<file path="config.mk">
export PLATFORM = sky130hd
export DESIGN_NAME = vga_bounce_box
export DESIGN_NICKNAME = d
export VERILOG_FILES = /design/src/rtl/vga_bounce_box.sv
export SDC_FILE = /design/constraint.sdc
export NUM_CORES = 1
export LEC_CHECK = 0
export CORE_UTILIZATION = 40
export DETAILED_ROUTE_END_ITERATION = 16
export PLACE_DENSITY_LB_ADDON = 0.05
export SETUP_SLACK_MARGIN = 0.5
export SYNTH_ARGS = -nofsm -noshare
export SYNTH_HDL_FRONTEND = slang
export SYNTH_SLANG_ARGS = --single-unit
</file>
<file path="constraint.sdc">
create_clock -name clk -period 7.1 [get_ports clk]
set_input_delay 1.775 -clock clk [delete_from_list [all_inputs] [get_ports clk]]
set_output_delay 1.775 -clock clk [all_outputs]
set_load 0.02 [all_outputs]
</file>
<file path="src/rtl/vga_bounce_box.sv">
// Moving-box pixel source: draws a bouncing rectangle over a gradient background.
// Optional macro VGA_BOUNCE_COLOR_CYCLE_EN rotates the box colour on every bounce.
module vga_bounce_box #(
  parameter int          H_VISIBLE = 640,
  parameter int          V_VISIBLE = 480,
  parameter int          BOX_W     = 32,
  parameter int          BOX_H     = 32,
  parameter int          SPEED     = 2,
  parameter logic [11:0] BOX_COLOR = 12'hFF0
) (
  input  logic        clk,
  input  logic        rst_n,
  input  logic [9:0]  h_cnt,
  input  logic [9:0]  v_cnt,
  input  logic        hsync_in,
  input  logic        vsync_in,
  input  logic        enable,
  output logic [11:0] rgb_out,
  output logic        hsync_out,
  output logic        vsync_out,
  output logic [9:0]  box_x,
  output logic [9:0]  box_y,
  output logic [7:0]  frame_cnt
);

  localparam logic [10:0] X_MAX = 11'(H_VISIBLE - BOX_W);
  localparam logic [10:0] Y_MAX = 11'(V_VISIBLE - BOX_H);
  localparam logic [10:0] STEP  = 11'(SPEED);

  // POS = RIGHT on the X axis, DOWN on the Y axis.
  typedef enum logic {DIR_POS = 1'b0, DIR_NEG = 1'b1} dir_t;

  // Motion state collected in one struct so checkers can bind a single signal.
  typedef struct packed {
    dir_t       x_dir;
    dir_t       y_dir;
    logic [9:0] box_x;
    logic [9:0] box_y;
  } motion_t;

  motion_t    st, st_nxt;
  logic       frame_tick;
  logic       flip;
  logic [10:0] x_sum, y_sum;
  logic [11:0] colour;

  assign frame_tick = (h_cnt == 10'd0) && (v_cnt == 10'(V_VISIBLE));
  assign x_sum = {1'b0, st.box_x} + STEP;
  assign y_sum = {1'b0, st.box_y} + STEP;

  always_ff @(posedge clk or negedge rst_n) begin
    if (!rst_n) begin
      st        <= '{x_dir: DIR_POS, y_dir: DIR_POS, box_x: 10'd0, box_y: 10'd0};
      frame_cnt <= 8'd0;
    end else begin
      st <= st_nxt;
      if (frame_tick) frame_cnt <= frame_cnt + 8'd1;
    end
  end

  always_comb begin
    st_nxt = st;
    if (frame_tick && enable) begin
      case (st.x_dir)
        DIR_POS: begin
          if (x_sum >= X_MAX) begin
            st_nxt.box_x = X_MAX[9:0];
            st_nxt.x_dir = DIR_NEG;
          end else begin
            st_nxt.box_x = x_sum[9:0];
          end
        end
        default: begin
          if ({1'b0, st.box_x} <= STEP) begin
            st_nxt.box_x = 10'd0;
            st_nxt.x_dir = DIR_POS;
          end else begin
            st_nxt.box_x = st.box_x - STEP[9:0];
          end
        end
      endcase
      case (st.y_dir)
        DIR_POS: begin
          if (y_sum >= Y_MAX) begin
            st_nxt.box_y = Y_MAX[9:0];
            st_nxt.y_dir = DIR_NEG;
          end else begin
            st_nxt.box_y = y_sum[9:0];
          end
        end
        default: begin
          if ({1'b0, st.box_y} <= STEP) begin
            st_nxt.box_y = 10'd0;
            st_nxt.y_dir = DIR_POS;
          end else begin
            st_nxt.box_y = st.box_y - STEP[9:0];
          end
        end
      endcase
    end
  end

  // A corner hit flips both axes but still counts as one bounce.
  assign flip = (st_nxt.x_dir != st.x_dir) || (st_nxt.y_dir != st.y_dir);

`ifdef VGA_BOUNCE_COLOR_CYCLE_EN
  always_ff @(posedge clk or negedge rst_n) begin
    if (!rst_n)    colour <= BOX_COLOR;
    else if (flip) colour <= {colour[7:0], colour[11:8]};
  end
`else
  assign colour = BOX_COLOR;
  logic unused_flip;
  assign unused_flip = flip;
`endif

  assign box_x = st.box_x;
  assign box_y = st.box_y;

  logic        active, in_box;
  logic [11:0] rgb_nxt;

  assign active = (h_cnt < 10'(H_VISIBLE)) && (v_cnt < 10'(V_VISIBLE));
  assign in_box = (h_cnt >= st.box_x) && ({1'b0, h_cnt} < {1'b0, st.box_x} + 11'(BOX_W)) &&
                  (v_cnt >= st.box_y) && ({1'b0, v_cnt} < {1'b0, st.box_y} + 11'(BOX_H));

  always_comb begin
    rgb_nxt = 12'h000;
    if (active) rgb_nxt = in_box ? colour : {h_cnt[9:6], v_cnt[8:5], 4'h0};
  end

  always_ff @(posedge clk or negedge rst_n) begin
    if (!rst_n) begin
      rgb_out   <= 12'h000;
      hsync_out <= 1'b1;
      vsync_out <= 1'b1;
    end else begin
      rgb_out   <= rgb_nxt;
      hsync_out <= hsync_in;
      vsync_out <= vsync_in;
    end
  end

endmodule

</file>
==> impl_metrics.py, run 1 <==
metrics = {
    "floorplan": {
        "design.core.area_um2": 8380,
        "ios": 67,
        "die_width_um": 95.9,
        "rows": 33,
        "die_area_um2": 9190,
        "die_h_um": 95.9,
        "start_util_pct": 42.1,
    },
    "yosys": {
        "synth_seq_cells": 38,
        "synth_edf_count": 0,
        "yosys_warnings": 0,
        "synth_top_flop_cell": "dfrtp_1",
        "yosys-top-cells-count": "39 x ha_1, 36 x dfrtp_1, 28 x o21ai_0",
        "syn_area_um2": 3520,
        "synth_most_common_cell": "ha_1",
        "ys_seq_area_share_pct": 27.1,
        "netlist-cell-type-count": 63,
        "yosys.area.top_type": "dfrtp_1",
        "async_flop_share_pct": 100,
        "synth_top_area_share_pct": 25.6,
        "syn_avg_cell_area_um2": 8.58,
        "synth_area_leaders": "dfrtp_1 26%, ha_1 14%, buf_4 5.5%, o21ai_0 4.0%, xnor2_1 3.5%",
        "synthCells": 411,
    },
    "timing": {
        "fin_worst_skew_ns": 0.00964,
        "tightestPinTransition_ns": 0.895,
        "slew_headroom_pct": 39.9,
        "finalSetupViolCount": 0,
        "rsz0062_at_grt": "no",
        "timing_hold_violations_final": 0,
        "tns_ns": 0,
        "slew_viol_final": 0,
        "clock.fmax_mhz": 243,
        "finalCritPeriodShare_pct": 58.0,
        "timing.final.crit_period_ns": 4.12,
    },
    "clock_tree": {
        "cts_root_buffer": "clkbuf_8",
        "cts.sinks": 38,
        "cts_tree": "done",
        "cts_resized": 0,
        "clockBufferDepth": 2,
        "ctsHoldBuffers": 0,
        "insertion_delay_ns": 0.30,
        "cts_max_level": 2,
        "clk_pin_slew_ns": 0.08,
        "numCtsBuffers": 5,
        "post_cts_buffers": 0,
    },
    "place": {
        "portBuffers": 60,
        "dpl_cell_area_um2": 3990,
        "hpwl_um": 7170,
        "place_congestion": 0.942,
    },
    "setup_path": {
        "end_kind": "flop",
        "crit_fanout": 16,
        "startpoint_type": "primary input",
        "crit_type": "primary input to flop",
        "critical_path_required_ns": 7.29,
        "arrival_ns": 4.31,
        "reg2reg_setup_slack_ns": 4.04,
    },
    "power": {
        "powerDensity_nw_per_um2": 124,
        "finalPower_uw": 510,
        "ir_drop_v": 0.0000935,
        "total_leakage_power_nw": 1.71,
    },
    "cells_and_area": {
        "finalInstanceArea_um2": 4130,
        "fillCellCount": 832,
        "drive_gt1_share_pct": 5.67,
        "area_growth_pct": 17.1,
        "nNetsFinal": 504,
        "num_antenna_cells": 0,
    },
    "grt": {
        "grt_max_degree": 39,
        "grt_pass1_vias": 2977,
        "track_usage_pct": 21.5,
        "antenna_found_initial": 0,
        "grt_pass1_wl_um": 15100,
        "grt_overflow": 0,
    },
    "routing": {
        "viasPerCell": 5.96,
        "drcViolationCount": 0,
        "dr.pass1.iters": 5,
        "drt-initial-drc-count": 177,
        "wl_per_cell_um": 17.4,
        "num_vias": 3256,
        "wl_um": 9520,
        "antenna_left": 0,
    },
    "outcome": {
        "status": "finished, final reports clean",
    },
    "run": {
        "drv_cap": 0,
    },
    "min_path": {
        "hold_class": "flop to flop",
    },
}
worst max-delay path, cell delays in order:
cell and delay (ns):
clkdlybuf4s50_1 0.48, nor4_1 0.34, nand2_1 0.24, nor4_4 0.80, o21ai_0 0.23, a22o_1 0.23, a31o_2 0.20
cell families after synthesis:
kind of cell	Yosys count	share of synthesized area, %
and+or+nand+nor	128	20.4
AOI/OAI and AO/OA	116	22.7
buffers and inverters	70	10.8
adders and majority gates	39	13.8
DFF	38	27.0
xor gates and xnor gates	15	3.73
muxes	4	1.31
other	1	0.106
power by group:
part           switching (mW)  internal (mW)  leakage (nW)
Sequential           0.000941          0.220         0.477
Clock                  0.0888          0.141        0.0683
Combinational          0.0323         0.0277          1.16
per-layer routing:
metal	GRT usage (%)	wire length, um	vias to the layer above
met5	0	0	-
met1	31.5	4510	1551
li1	-	-	1557
met2	32.6	4180	131
met3	2.76	643	17
met4	6.84	185	0
metrics by stage:
stage	instances	worst slack (ns)	util (%)	hold WS, ns
floorplan	416	3.69	-	0.582
global placement	538	2.80	47.6	0.461
CTS	546	3.01	49.3	0.479
finish	546	2.98	49.3	0.471
detailed placement	538	2.70	47.6	0.467
global route	546	2.82	49.3	0.506
flip-flops by register name, summed over array words and instances, names as in the netlist:
name	count
box_x	9
box_y	9
frame_cnt	8
hsync_out	1
rgb_out	8
st	2
vsync_out	1
final timing paths:
kind                         startpoint      endpoint  cells past startpoint
min in group asynchronous         rst_n      box_y[8]                      1
min                        frame_cnt[7]  frame_cnt[7]                      1
max in group asynchronous         rst_n      box_x[6]                      1
max                            h_cnt[6]      box_x[6]                      7
min reg2reg                frame_cnt[7]  frame_cnt[7]                      1
max reg2reg                    box_x[6]   rgb_out[10]                      9
final cells by class:
cell class                      count  area, um^2  area share [%]
Multi-Input combinational cell    308        2210            53.5
Sequential cell                    38         953            23.1
Timing Repair Buffer               60         596            14.4
Tap cell                          105         131            3.18
Inverter                           27         101            2.45
Clock buffer                        5        68.8            1.67
Clock inverter                      3        68.8            1.67
cell usage in the layout (no fill, tap or decap), drive strengths merged, types with 2 or more instances in the layout:
cell / instances
clkdlybuf4s50: 59
ha: 39
dfrtp: 36
o21ai: 31
inv: 27
nor2: 24
nand2: 21
a21oi: 20
nor3: 16
nand4: 15
xnor2: 14
nand3: 12
and3: 9
nor4: 9
a21o: 8
o31ai: 8
a31oi: 7
conb: 6
a211oi: 6
o32ai: 5
o211ai: 5
clkbuf: 5
nor2b: 5
a22oi: 4
and2: 4
or3: 4
o21a: 3
o221ai: 3
and4: 2
a221oi: 2
mux2i: 2
nor3b: 2
o2bb2ai: 2
or4: 2
o22ai: 2
bufinv: 2
dfstp: 2
a2111oi: 2
a41oi: 2
mux2: 2
Power figures use the tool's default switching activity.
==> run 2, diff against run 1 <==
- clock period: 7.1 -> 3.4 ns (I/O delays scaled with it)
==> impl_metrics.py, run 2 (synthesis results as in run 1) <==
metrics = {
    "floorplan": {
        "start_util_pct": 42.1,
        "rows": 33,
        "ios": 67,
        "design.core.area_um2": 8380,
        "die_h_um": 95.9,
        "die_width_um": 95.9,
        "die_area_um2": 9190,
    },
    "timing": {
        "timing.final.crit_period_ns": 2.77,
        "clock.fmax_mhz": 361,
        "finalSetupViolCount": 0,
        "finalCritPeriodShare_pct": 81.4,
        "timing_hold_violations_final": 0,
        "rsz0062_at_grt": "yes",
        "slew_viol_final": 0,
        "tightestPinTransition_ns": 0.926,
        "fin_worst_skew_ns": 0.00540,
        "tns_ns": 0,
        "slew_headroom_pct": 38.2,
    },
    "grt": {
        "track_usage_pct": 22.3,
        "grt_max_degree": 39,
        "grt.busiest_layer": "met2",
        "grt_use_met3_pct": 3.48,
        "grtUsageMet1_pct": 32.9,
        "grt_overflow": 0,
        "antenna_found_initial": 0,
        "grt_pass1_wl_um": 15700,
        "grt_pass1_vias": 3123,
        "globalRouteMet2Util_pct": 34.1,
    },
    "place": {
        "dpl_cell_area_um2": 4110,
        "place_congestion": 0.889,
        "portBuffers": 60,
        "hpwl_um": 7470,
    },
    "routing": {
        "num_vias": 3299,
        "viasPerCell": 5.86,
        "drcViolationCount": 0,
        "drt-initial-drc-count": 211,
        "antenna_left": 0,
        "wl_um": 9760,
        "dr.pass1.iters": 5,
        "wl_per_cell_um": 17.3,
    },
    "clock_tree": {
        "ctsHoldBuffers": 0,
        "cts_tree": "done",
        "clockBufferDepth": 2,
        "cts_root_buffer": "clkbuf_8",
        "cts_max_level": 2,
        "clk_pin_slew_ns": 0.08,
        "insertion_delay_ns": 0.30,
        "numCtsBuffers": 5,
        "cts.sinks": 38,
    },
    "cells_and_area": {
        "final_core_util_pct": 51.1,
        "final_cell_mix": "59 x clkdlybuf4s50_1, 39 x ha_1, 35 x dfrtp_1",
        "finalInstanceArea_um2": 4280,
        "multi_input_area_um2": 2230,
        "area_growth_pct": 21.4,
        "num_antenna_cells": 0,
        "seqCellArea_um2": 955,
        "drive_gt1_share_pct": 10.3,
        "nNetsFinal": 521,
        "fillCellCount": 828,
        "final_common_cell": "clkdlybuf4s50_1",
    },
    "run": {
        "drv_cap": 0,
    },
    "setup_path": {
        "path_cells": "clkdlybuf4s50_1 -> nor4_2 -> nand2_1 -> nor4_4 -> o21ai_0 -> a22o_1 -> a31o_2",
        "critPathMaxStageDelay_ns": 0.53,
        "end_kind": "flop",
        "slowest_stage": "clkdlybuf4s50_1",
        "crit_type": "primary input to flop",
        "arrival_ns": 2.96,
        "startpoint_type": "primary input",
        "reg2reg_setup_slack_ns": 0.72,
        "critical_path_required_ns": 3.59,
        "crit_fanout": 5,
    },
    "power": {
        "ir_drop_v": 0.000158,
        "finalPower_mw": 1.07,
        "total_leakage_power_nw": 1.79,
        "powerDensity_nw_per_um2": 250,
    },
    "outcome": {
        "status": "finished, final reports clean",
    },
    "min_path": {
        "hold_class": "flop to flop",
    },
}
## run 2: cell types whose count changed in the layout (fill, tap and decap cells not counted)
cell,previous run,this run
buf_4,0,17
o21ai_2,2,3
nor4_1,8,6
a2111oi_2,0,1
nor4_2,0,2
dfrtp_2,0,1
dfrtp_1,36,35
o21ai_1,1,0
a2111oi_0,1,0
## run 2: per-layer routing
layer  vias to the layer above  part of all wire [%]
met5                         -                     0
met4                         0                   1.1
met3                        12                   5.6
met2                       112                    45
met1                      1581                    48
li1                       1594                     -
## run 2: power by group
group / switching, mW / leakage (nW) / total [mW] / internal [mW]
Sequential: 0.00164 / 0.475 / 0.461 / 0.459
Combinational: 0.0699 / 1.25 / 0.131 / 0.0613
Clock: 0.183 / 0.0683 / 0.478 / 0.294
Total: 0.255 / 1.79 / 1.07 / 0.814
## run 2: timing repair
action,CTS,global route
endpoints found under the setup margin,0,13
buffers inserted,0,1
endpoints found under the hold margin,0,0
resized for setup,0,6
## run 2: final cells by class
type,instances,area share [%]
Multi-Input combinational cell,308,52.1
Clock buffer,5,1.61
Tap cell,105,3.07
Timing Repair Buffer,77,16.9
Clock inverter,3,1.61
Inverter,27,2.37
Sequential cell,38,22.3
## run 2: path summary, 6_finish.rpt
| check | from | endpoint | cells past startpoint |
|---|---|---|---|
| max | h_cnt[6] | box_x[6] | 7 |
| min in group asynchronous | rst_n | box_y[8] | 1 |
| max in group asynchronous | rst_n | box_x[7] | 1 |
| min reg2reg | frame_cnt[3] | frame_cnt[3] | 1 |
| max reg2reg | box_x[6] | rgb_out[10] | 10 |
| min | frame_cnt[3] | frame_cnt[3] | 1 |
## run 2: worst max-delay path, delay by kind of cell
kind,cells,cell delay [ns]
compound gates,3,0.57
simple gates,3,1.00
buf+inv,1,0.53
## run 2: stage by stage
step / worst slack [ns] / std cells / hold slack [ns]
2_1_floorplan: 0.874 / 416 / 0.554
3_3_place_gp: 0.261 / 554 / 0.462
3_5_place_dp: 0.202 / 554 / 0.488
4_1_cts: 0.505 / 562 / 0.501
5_1_grt: 0.460 / 563 / 0.513
6_report: 0.631 / 563 / 0.494
